File: src/rtl/call_stack_ctrl_pkg.sv
// rtl/call_stack_ctrl_pkg.sv - shared types and constants for the call stack controller
package call_stack_ctrl_pkg;

    typedef enum logic {
        ST_RUN   = 1'b0,
        ST_FAULT = 1'b1
    } state_t;

    localparam logic [1:0] FC_NONE = 2'b00;
    localparam logic [1:0] FC_OVF  = 2'b01;
    localparam logic [1:0] FC_UNF  = 2'b10;

    localparam int STACK_DEPTH = 8;
    localparam int PTR_W       = 3;

endpackage

File: src/rtl/call_stack_ctrl_if.sv
// rtl/call_stack_ctrl_if.sv - request/status bundle between a caller and the call stack
interface call_stack_ctrl_if #(
    parameter int ADDR_W = 8
);
    logic              push;
    logic              pop;
    logic [ADDR_W-1:0] push_addr;
    logic              clear_fault;
    logic [ADDR_W-1:0] top_addr;
    logic [2:0]        sp;
    logic [3:0]        depth;
    logic              empty;
    logic              full;
    logic              ack;
    logic              fault;
    logic [1:0]        fault_code;

    modport master (
        output push, pop, push_addr, clear_fault,
        input  top_addr, sp, depth, empty, full, ack, fault, fault_code
    );

    modport slave (
        input  push, pop, push_addr, clear_fault,
        output top_addr, sp, depth, empty, full, ack, fault, fault_code
    );
endinterface

File: src/rtl/call_stack_ctrl_stack_ram.sv
// rtl/call_stack_ctrl_stack_ram.sv - 8-entry register file, sync write, async read
module stack_ram
    import call_stack_ctrl_pkg::*;
#(
    parameter int ADDR_W = 8
) (
    input  logic              clk,
    input  logic              we,
    input  logic [PTR_W-1:0]  waddr,
    input  logic [ADDR_W-1:0] wdata,
    input  logic [PTR_W-1:0]  raddr,
    output logic [ADDR_W-1:0] rdata
);

    // No reset: entry validity is tracked solely by the controller's depth.
    logic [ADDR_W-1:0] mem [STACK_DEPTH];

    always_ff @(posedge clk) begin
        if (we) begin
            mem[waddr] <= wdata;
        end
    end

    assign rdata = mem[raddr];

endmodule

File: src/rtl/call_stack_ctrl.sv
// rtl/call_stack_ctrl.sv - return-address stack with overflow/underflow fault handling
module call_stack_ctrl
    import call_stack_ctrl_pkg::*;
#(
    parameter int ADDR_W = 8,
    parameter int DEPTH  = 8
) (
    input  logic             clk,
    input  logic             rst,
    call_stack_ctrl_if.slave bus
);

    state_t            state_q, state_d;
    logic [3:0]        depth_q, depth_d;
    logic [ADDR_W-1:0] top_q, top_d;
    logic              ack_q, ack_d;
    logic [1:0]        fc_q, fc_d;

    logic              we;
    logic [PTR_W-1:0]  waddr;
    logic [PTR_W-1:0]  raddr;
    logic [ADDR_W-1:0] rdata;
    logic              is_empty;
    logic              is_full;
    logic [PTR_W-1:0]  top_idx;

    assign is_empty = (depth_q == 4'd0);
    assign is_full  = (depth_q == 4'(DEPTH));
    assign top_idx  = depth_q[PTR_W-1:0] - 3'd1;
    // Entry that becomes the top after a pop; wraps harmlessly when depth is 0 or 1.
    assign raddr    = depth_q[PTR_W-1:0] - 3'd2;

    stack_ram #(.ADDR_W(ADDR_W)) u_ram (
        .clk   (clk),
        .we    (we),
        .waddr (waddr),
        .wdata (bus.push_addr),
        .raddr (raddr),
        .rdata (rdata)
    );

    always_ff @(posedge clk) begin
        if (rst) begin
            state_q <= ST_RUN;
            depth_q <= 4'd0;
            top_q   <= '0;
            ack_q   <= 1'b0;
            fc_q    <= FC_NONE;
        end else begin
            state_q <= state_d;
            depth_q <= depth_d;
            top_q   <= top_d;
            ack_q   <= ack_d;
            fc_q    <= fc_d;
        end
    end

    always_comb begin
        state_d = state_q;
        depth_d = depth_q;
        top_d   = top_q;
        ack_d   = 1'b0;
        fc_d    = fc_q;
        we      = 1'b0;
        waddr   = depth_q[PTR_W-1:0];
        unique case (state_q)
            ST_RUN: begin
                if (bus.push && bus.pop && !is_empty) begin
                    we    = 1'b1;
                    waddr = top_idx;
                    top_d = bus.push_addr;
                    ack_d = 1'b1;
                end else if (bus.push) begin
                    if (!is_full) begin
                        we      = 1'b1;
                        depth_d = depth_q + 4'd1;
                        top_d   = bus.push_addr;
                        ack_d   = 1'b1;
                    end else begin
                        state_d = ST_FAULT;
                        fc_d    = FC_OVF;
                    end
                end else if (bus.pop) begin
                    if (!is_empty) begin
                        depth_d = depth_q - 4'd1;
                        top_d   = (depth_q == 4'd1) ? '0 : rdata;
                        ack_d   = 1'b1;
                    end else begin
                        state_d = ST_FAULT;
                        fc_d    = FC_UNF;
                    end
                end
            end
            ST_FAULT: begin
                if (bus.clear_fault) begin
                    state_d = ST_RUN;
                    fc_d    = FC_NONE;
                end
            end
            default: state_d = ST_RUN;
        endcase
    end

    assign bus.top_addr   = top_q;
    assign bus.sp         = top_idx;
    assign bus.depth      = depth_q;
    assign bus.empty      = is_empty;
    assign bus.full       = is_full;
    assign bus.ack        = ack_q;
    assign bus.fault      = (state_q == ST_FAULT);
    assign bus.fault_code = fc_q;

endmodule

File: src/flat_wrapper.sv
// flat-port wrapper written by rule: the top's interface ports become plain ports
module call_stack_ctrl_flat import call_stack_ctrl_pkg::*;
#(
    parameter int ADDR_W = 8,
    parameter int DEPTH  = 8
)
  (clk, rst, bus_push, bus_pop, bus_push_addr, bus_clear_fault, bus_top_addr, bus_sp, bus_depth, bus_empty, bus_full, bus_ack, bus_fault, bus_fault_code);
  call_stack_ctrl_if #(.ADDR_W(ADDR_W)) bus_i ();
  input  logic clk;
  input  logic rst;
  input wire logic [$bits(bus_i.push)-1:0] bus_push;
  input wire logic [$bits(bus_i.pop)-1:0] bus_pop;
  input wire logic [$bits(bus_i.push_addr)-1:0] bus_push_addr;
  input wire logic [$bits(bus_i.clear_fault)-1:0] bus_clear_fault;
  output wire logic [$bits(bus_i.top_addr)-1:0] bus_top_addr;
  output wire logic [$bits(bus_i.sp)-1:0] bus_sp;
  output wire logic [$bits(bus_i.depth)-1:0] bus_depth;
  output wire logic [$bits(bus_i.empty)-1:0] bus_empty;
  output wire logic [$bits(bus_i.full)-1:0] bus_full;
  output wire logic [$bits(bus_i.ack)-1:0] bus_ack;
  output wire logic [$bits(bus_i.fault)-1:0] bus_fault;
  output wire logic [$bits(bus_i.fault_code)-1:0] bus_fault_code;
  assign bus_i.push = bus_push;
  assign bus_i.pop = bus_pop;
  assign bus_i.push_addr = bus_push_addr;
  assign bus_i.clear_fault = bus_clear_fault;
  assign bus_top_addr = bus_i.top_addr;
  assign bus_sp = bus_i.sp;
  assign bus_depth = bus_i.depth;
  assign bus_empty = bus_i.empty;
  assign bus_full = bus_i.full;
  assign bus_ack = bus_i.ack;
  assign bus_fault = bus_i.fault;
  assign bus_fault_code = bus_i.fault_code;
  call_stack_ctrl #(.ADDR_W(ADDR_W), .DEPTH(DEPTH)) u_core (.clk(clk), .rst(rst), .bus(bus_i));
endmodule
File: config.mk
export PLATFORM = sky130hd
export DESIGN_NAME = call_stack_ctrl_flat
export DESIGN_NICKNAME = d
export VERILOG_FILES = /design/src/rtl/call_stack_ctrl_pkg.sv /design/src/rtl/call_stack_ctrl_if.sv /design/src/rtl/call_stack_ctrl_stack_ram.sv /design/src/rtl/call_stack_ctrl.sv /design/src/flat_wrapper.sv
export SDC_FILE = /design/constraint.sdc
export NUM_CORES = 1
export LEC_CHECK = 0
export ABC_AREA = 0
export BUFFER_PORTS_ARGS = -buffer_cell sky130_fd_sc_hd__clkbuf_2
export CAP_MARGIN = 15
export CORE_MARGIN = 3
export CORE_UTILIZATION = 35
export CTS_CLUSTER_DIAMETER = 30
export DETAILED_ROUTE_END_ITERATION = 6
export RECOVER_POWER = 100
export SETUP_SLACK_MARGIN = 0.05
export SYNTH_ARGS = -nofsm -noshare
export SYNTH_HDL_FRONTEND = slang
export SYNTH_SLANG_ARGS = --single-unit
File: constraint.sdc
create_clock -name clk -period 2.36 [get_ports clk]
set_input_delay 0.354 -clock clk [delete_from_list [all_inputs] [get_ports clk]]
set_output_delay 0.354 -clock clk [all_outputs]
set_load 0.05 [all_outputs]
==> flow_metrics.py <==
metrics = {
    "synth": {
        "synth_fa_ha_area_share_pct": 2.436,
        "synthSimpleGateAreaFrac_pct": 8.420,
        "synth_top_family_by_area": "multiplexers",
        "yosysWarnings": 0,
        "synth_edf_count": 64,
        "synth-seq-cells": 80,
        "synth_xor_area_share_pct": 0.4871,
        "ys.flop_type": "edfxtp_1",
        "synth_compound_gate_area_share_pct": 6.437,
        "postSynthAreaPerCell_um2": 15.17,
        "yosysTopAreaCell": "edfxtp_1",
        "netlist_instances": 237,
        "synthMostInstantiatedCell": "edfxtp_1",
        "synth.yosys.seq_area_share_pct": 62.35,
        "yosys-top-cells-count": "64 x edfxtp_1, 21 x mux2i_1, 16 x dfxtp_1, 16 x mux4_2, 13 x nor2_1",
        "synth_mux_area_share_pct": 16.49,
        "synth.top_cells.by_area": "edfxtp_1 53%, mux4_2 10%, dfxtp_1 8.9%, mux2i_1 5.8%, ha_1 2.4%",
        "syn_area_mm2": 0.003596,
        "syn_nets": 257,
        "yosysUniqueCellTypes": 42,
        "synthArstFlopShare_pct": 0,
        "yosysTopAreaCellShare_pct": 53.44,
    },
    "clocking": {
        "ctsHoldBuffers": 0,
        "cts_buffers": 9,
        "post_cts_buffers": 0,
        "cts.htree.levels": 3,
        "cts_tree": "done",
        "clockBufferDepth": 2,
        "clock_latency_ps": 360,
        "clkTransAtPathRegs_ps": 100,
        "post_cts_resized": 0,
        "numClockSinks": 80,
        "cts-root-buf": "clkbuf_8",
    },
    "drt": {
        "wirelength_um": 7952,
        "wl_per_cell_um": 18.89,
        "wl_met2_um": 3927,
        "top_layer": "met4",
        "vias": 2168,
        "firstDrtPassIters": 4,
        "dr_wl_met3_um": 431,
        "wl_met1_um": 3496,
        "viasPerCell": 5.150,
        "ant_nets": 0,
        "drt-initial-drc-count": 104,
        "remaining_drc_errors": 0,
    },
    "placement": {
        "placed_cell_area_mm2": 0.004064,
        "hpwl_um": 5246,
        "place.port_buffers": 33,
        "globalplace.congestion": 0.8360,
    },
    "global_routing": {
        "grt_max_degree": 23,
        "grt.overflow.total": 0,
        "grt_use_total_pct": 14.68,
        "antenna_found_initial": 0,
        "grt_pass1_wl_um": 12520,
        "grt_pass1_vias": 2197,
    },
    "sta": {
        "whs_ps": 324.5,
        "relSlewSlack_pct": 47.06,
        "finalSetupViolations": 0,
        "finalCritPeriodShare_pct": 94.15,
        "fin_worst_skew_ps": 17.25,
        "worst_pin_slew_ps": 794.1,
        "rsz0062_at_grt": "false",
        "hold_violations": 0,
        "drv_slew": 0,
        "timing.fmax_mhz": 450.0,
        "fin_tns_setup_ps": 0,
        "min_period_ps": 2222,
    },
    "floorplanning": {
        "die_w_um": 107.4,
        "core-area_mm2": 0.009864,
        "die_h_um": 107.4,
        "io_pins": 34,
        "die_area_mm2": 0.01153,
        "num_rows": 36,
        "initial_core_util_pct": 36.45,
    },
    "setup_path": {
        "critPathLaunchType": "flip-flop",
        "end_kind": "output pin",
        "critPathArrivalTime_ps": 1870,
        "critPathKind": "flip-flop to output pin",
        "critPathMaxFanout": 14,
        "required_ps": 2010,
    },
    "power": {
        "power_density_mw_per_mm2": 1369,
        "leakage_uw": 0.001456,
        "vdd_ir_drop_max_mv": 0.5851,
    },
    "final_layout": {
        "final_nets": 303,
        "nFillCells": 917,
        "n_antenna_cell": 0,
        "final_layout_size_suffix_gt1_share_pct": 26.04,
        "fin_area_mm2": 0.004182,
        "syn2layout_area_growth_pct": 16.28,
    },
    "run_status": {
        "status": "complete, no violations",
    },
    "job": {
        "cap_violations": 0,
    },
    "min_path": {
        "hp-class": "primary input to flip-flop",
    },
}
## placed cells by master (no fill, tap or decap), types with 2 or more instances in the layout
master       n
a21oi_1      8
clkbuf_8     9
inv_1        5
mux4_2      16
nor3_1       4
nor4b_1      2
edfxtp_1    64
o22ai_1      8
clkinv_2     2
bufinv_16    2
buf_4       10
nor2_1       5
ha_1         5
clkinvlp_4   2
clkbuf_2    12
xor2_1       2
dfxtp_1     14
or4_1        2
nand2_2      2
nand2b_1     3
nand2_1      5
mux2_2       2
nor2_2       7
o21ai_0      7
or3_1        2
nor2b_1      4
clkbuf_1    28
and2_1       8
a221oi_1     2
mux2i_1     21
o31ai_1      2
## state kept, by name, summed over array words and instances (netlist names)
register,cells
u_core.u_ram.mem,64
u_core.bus.fault_code,2
u_core.bus.depth,4
u_core.bus.top_addr,8
u_core.bus.fault,1
u_core.bus.ack,1
## where the power goes
group / internal [µW] / switching, µW
clock network: 597 / 522
logic: 970 / 1690
registers: 1820 / 128
## metal layers
layer  vias to the layer above  GRT usage (%)
met4                         0          4.058
li1                       1011              -
met5                         -              0
met1                      1092          19.05
met2                        56          23.77
met3                         9          4.679
## final cells by class
| class | instances | area (µm²) | area share, % |
|---|---|---|---|
| multi-input combinational | 134 | 1259 | 30.10 |
| clock inverter | 7 | 95.09 | 2.274 |
| timing repair buffer | 51 | 260.3 | 6.224 |
| clock buffer | 9 | 123.9 | 2.962 |
| sequential | 80 | 2247 | 53.74 |
| tap | 133 | 166.4 | 3.980 |
| inverter | 7 | 30.03 | 0.7181 |
## worst paths after layout
kind / start / to / slack, ps / cells past startpoint
worst max-delay path: u_core.bus.depth[0]$_SDFFE_PP0P_ / bus_sp[2] / 140 / 5
worst min-delay path: bus_clear_fault / u_core.bus.fault$_SDFF_PP0_ / 320 / 4
worst max register to register: u_core.bus.depth[0]$_SDFFE_PP0P_ / u_core.u_ram.mem[0][4]$_DFFE_PP_ / 180 / 6
worst min register to register: u_core.bus.fault_code[0]$_SDFFE_PP0P_ / u_core.bus.fault_code[0]$_SDFFE_PP0P_ / 490 / 1
## kinds of logic (layout without fill, tap and decap cells)
group | after synthesis | after routing
AOI/OAI and AO/OA | 33 | 33
xor gates and xnor gates | 2 | 2
adders and majority gates | 7 | 7
buffers and inverters | 23 | 74
DFF | 80 | 80
muxes | 39 | 39
and+or+nand+nor | 53 | 53
## critical path, cell delays in order (launching register included)
cell      delay, ps
dfxtp_4         450
inv_2            80
ha_4            170
buf_4           170
xor2_1          300
clkbuf_2        350
## through the flow
| stage | instances | total power [µW] | util, % | worst slack (ps) |
|---|---|---|---|---|
| finish | 421 | 5725 | 42.39 | 138.0 |
| global route | 421 | 6046 | 42.39 | 42.39 |
| CTS | 421 | 5941 | 43.42 | 62.90 |
| detailed placement | 405 | 4804 | 41.20 | 209.7 |
| global placement | 405 | 4778 | 41.20 | 252.5 |
| floorplan | 237 | 4141 | - | 49.87 |
Power figures use the tool's default switching activity.
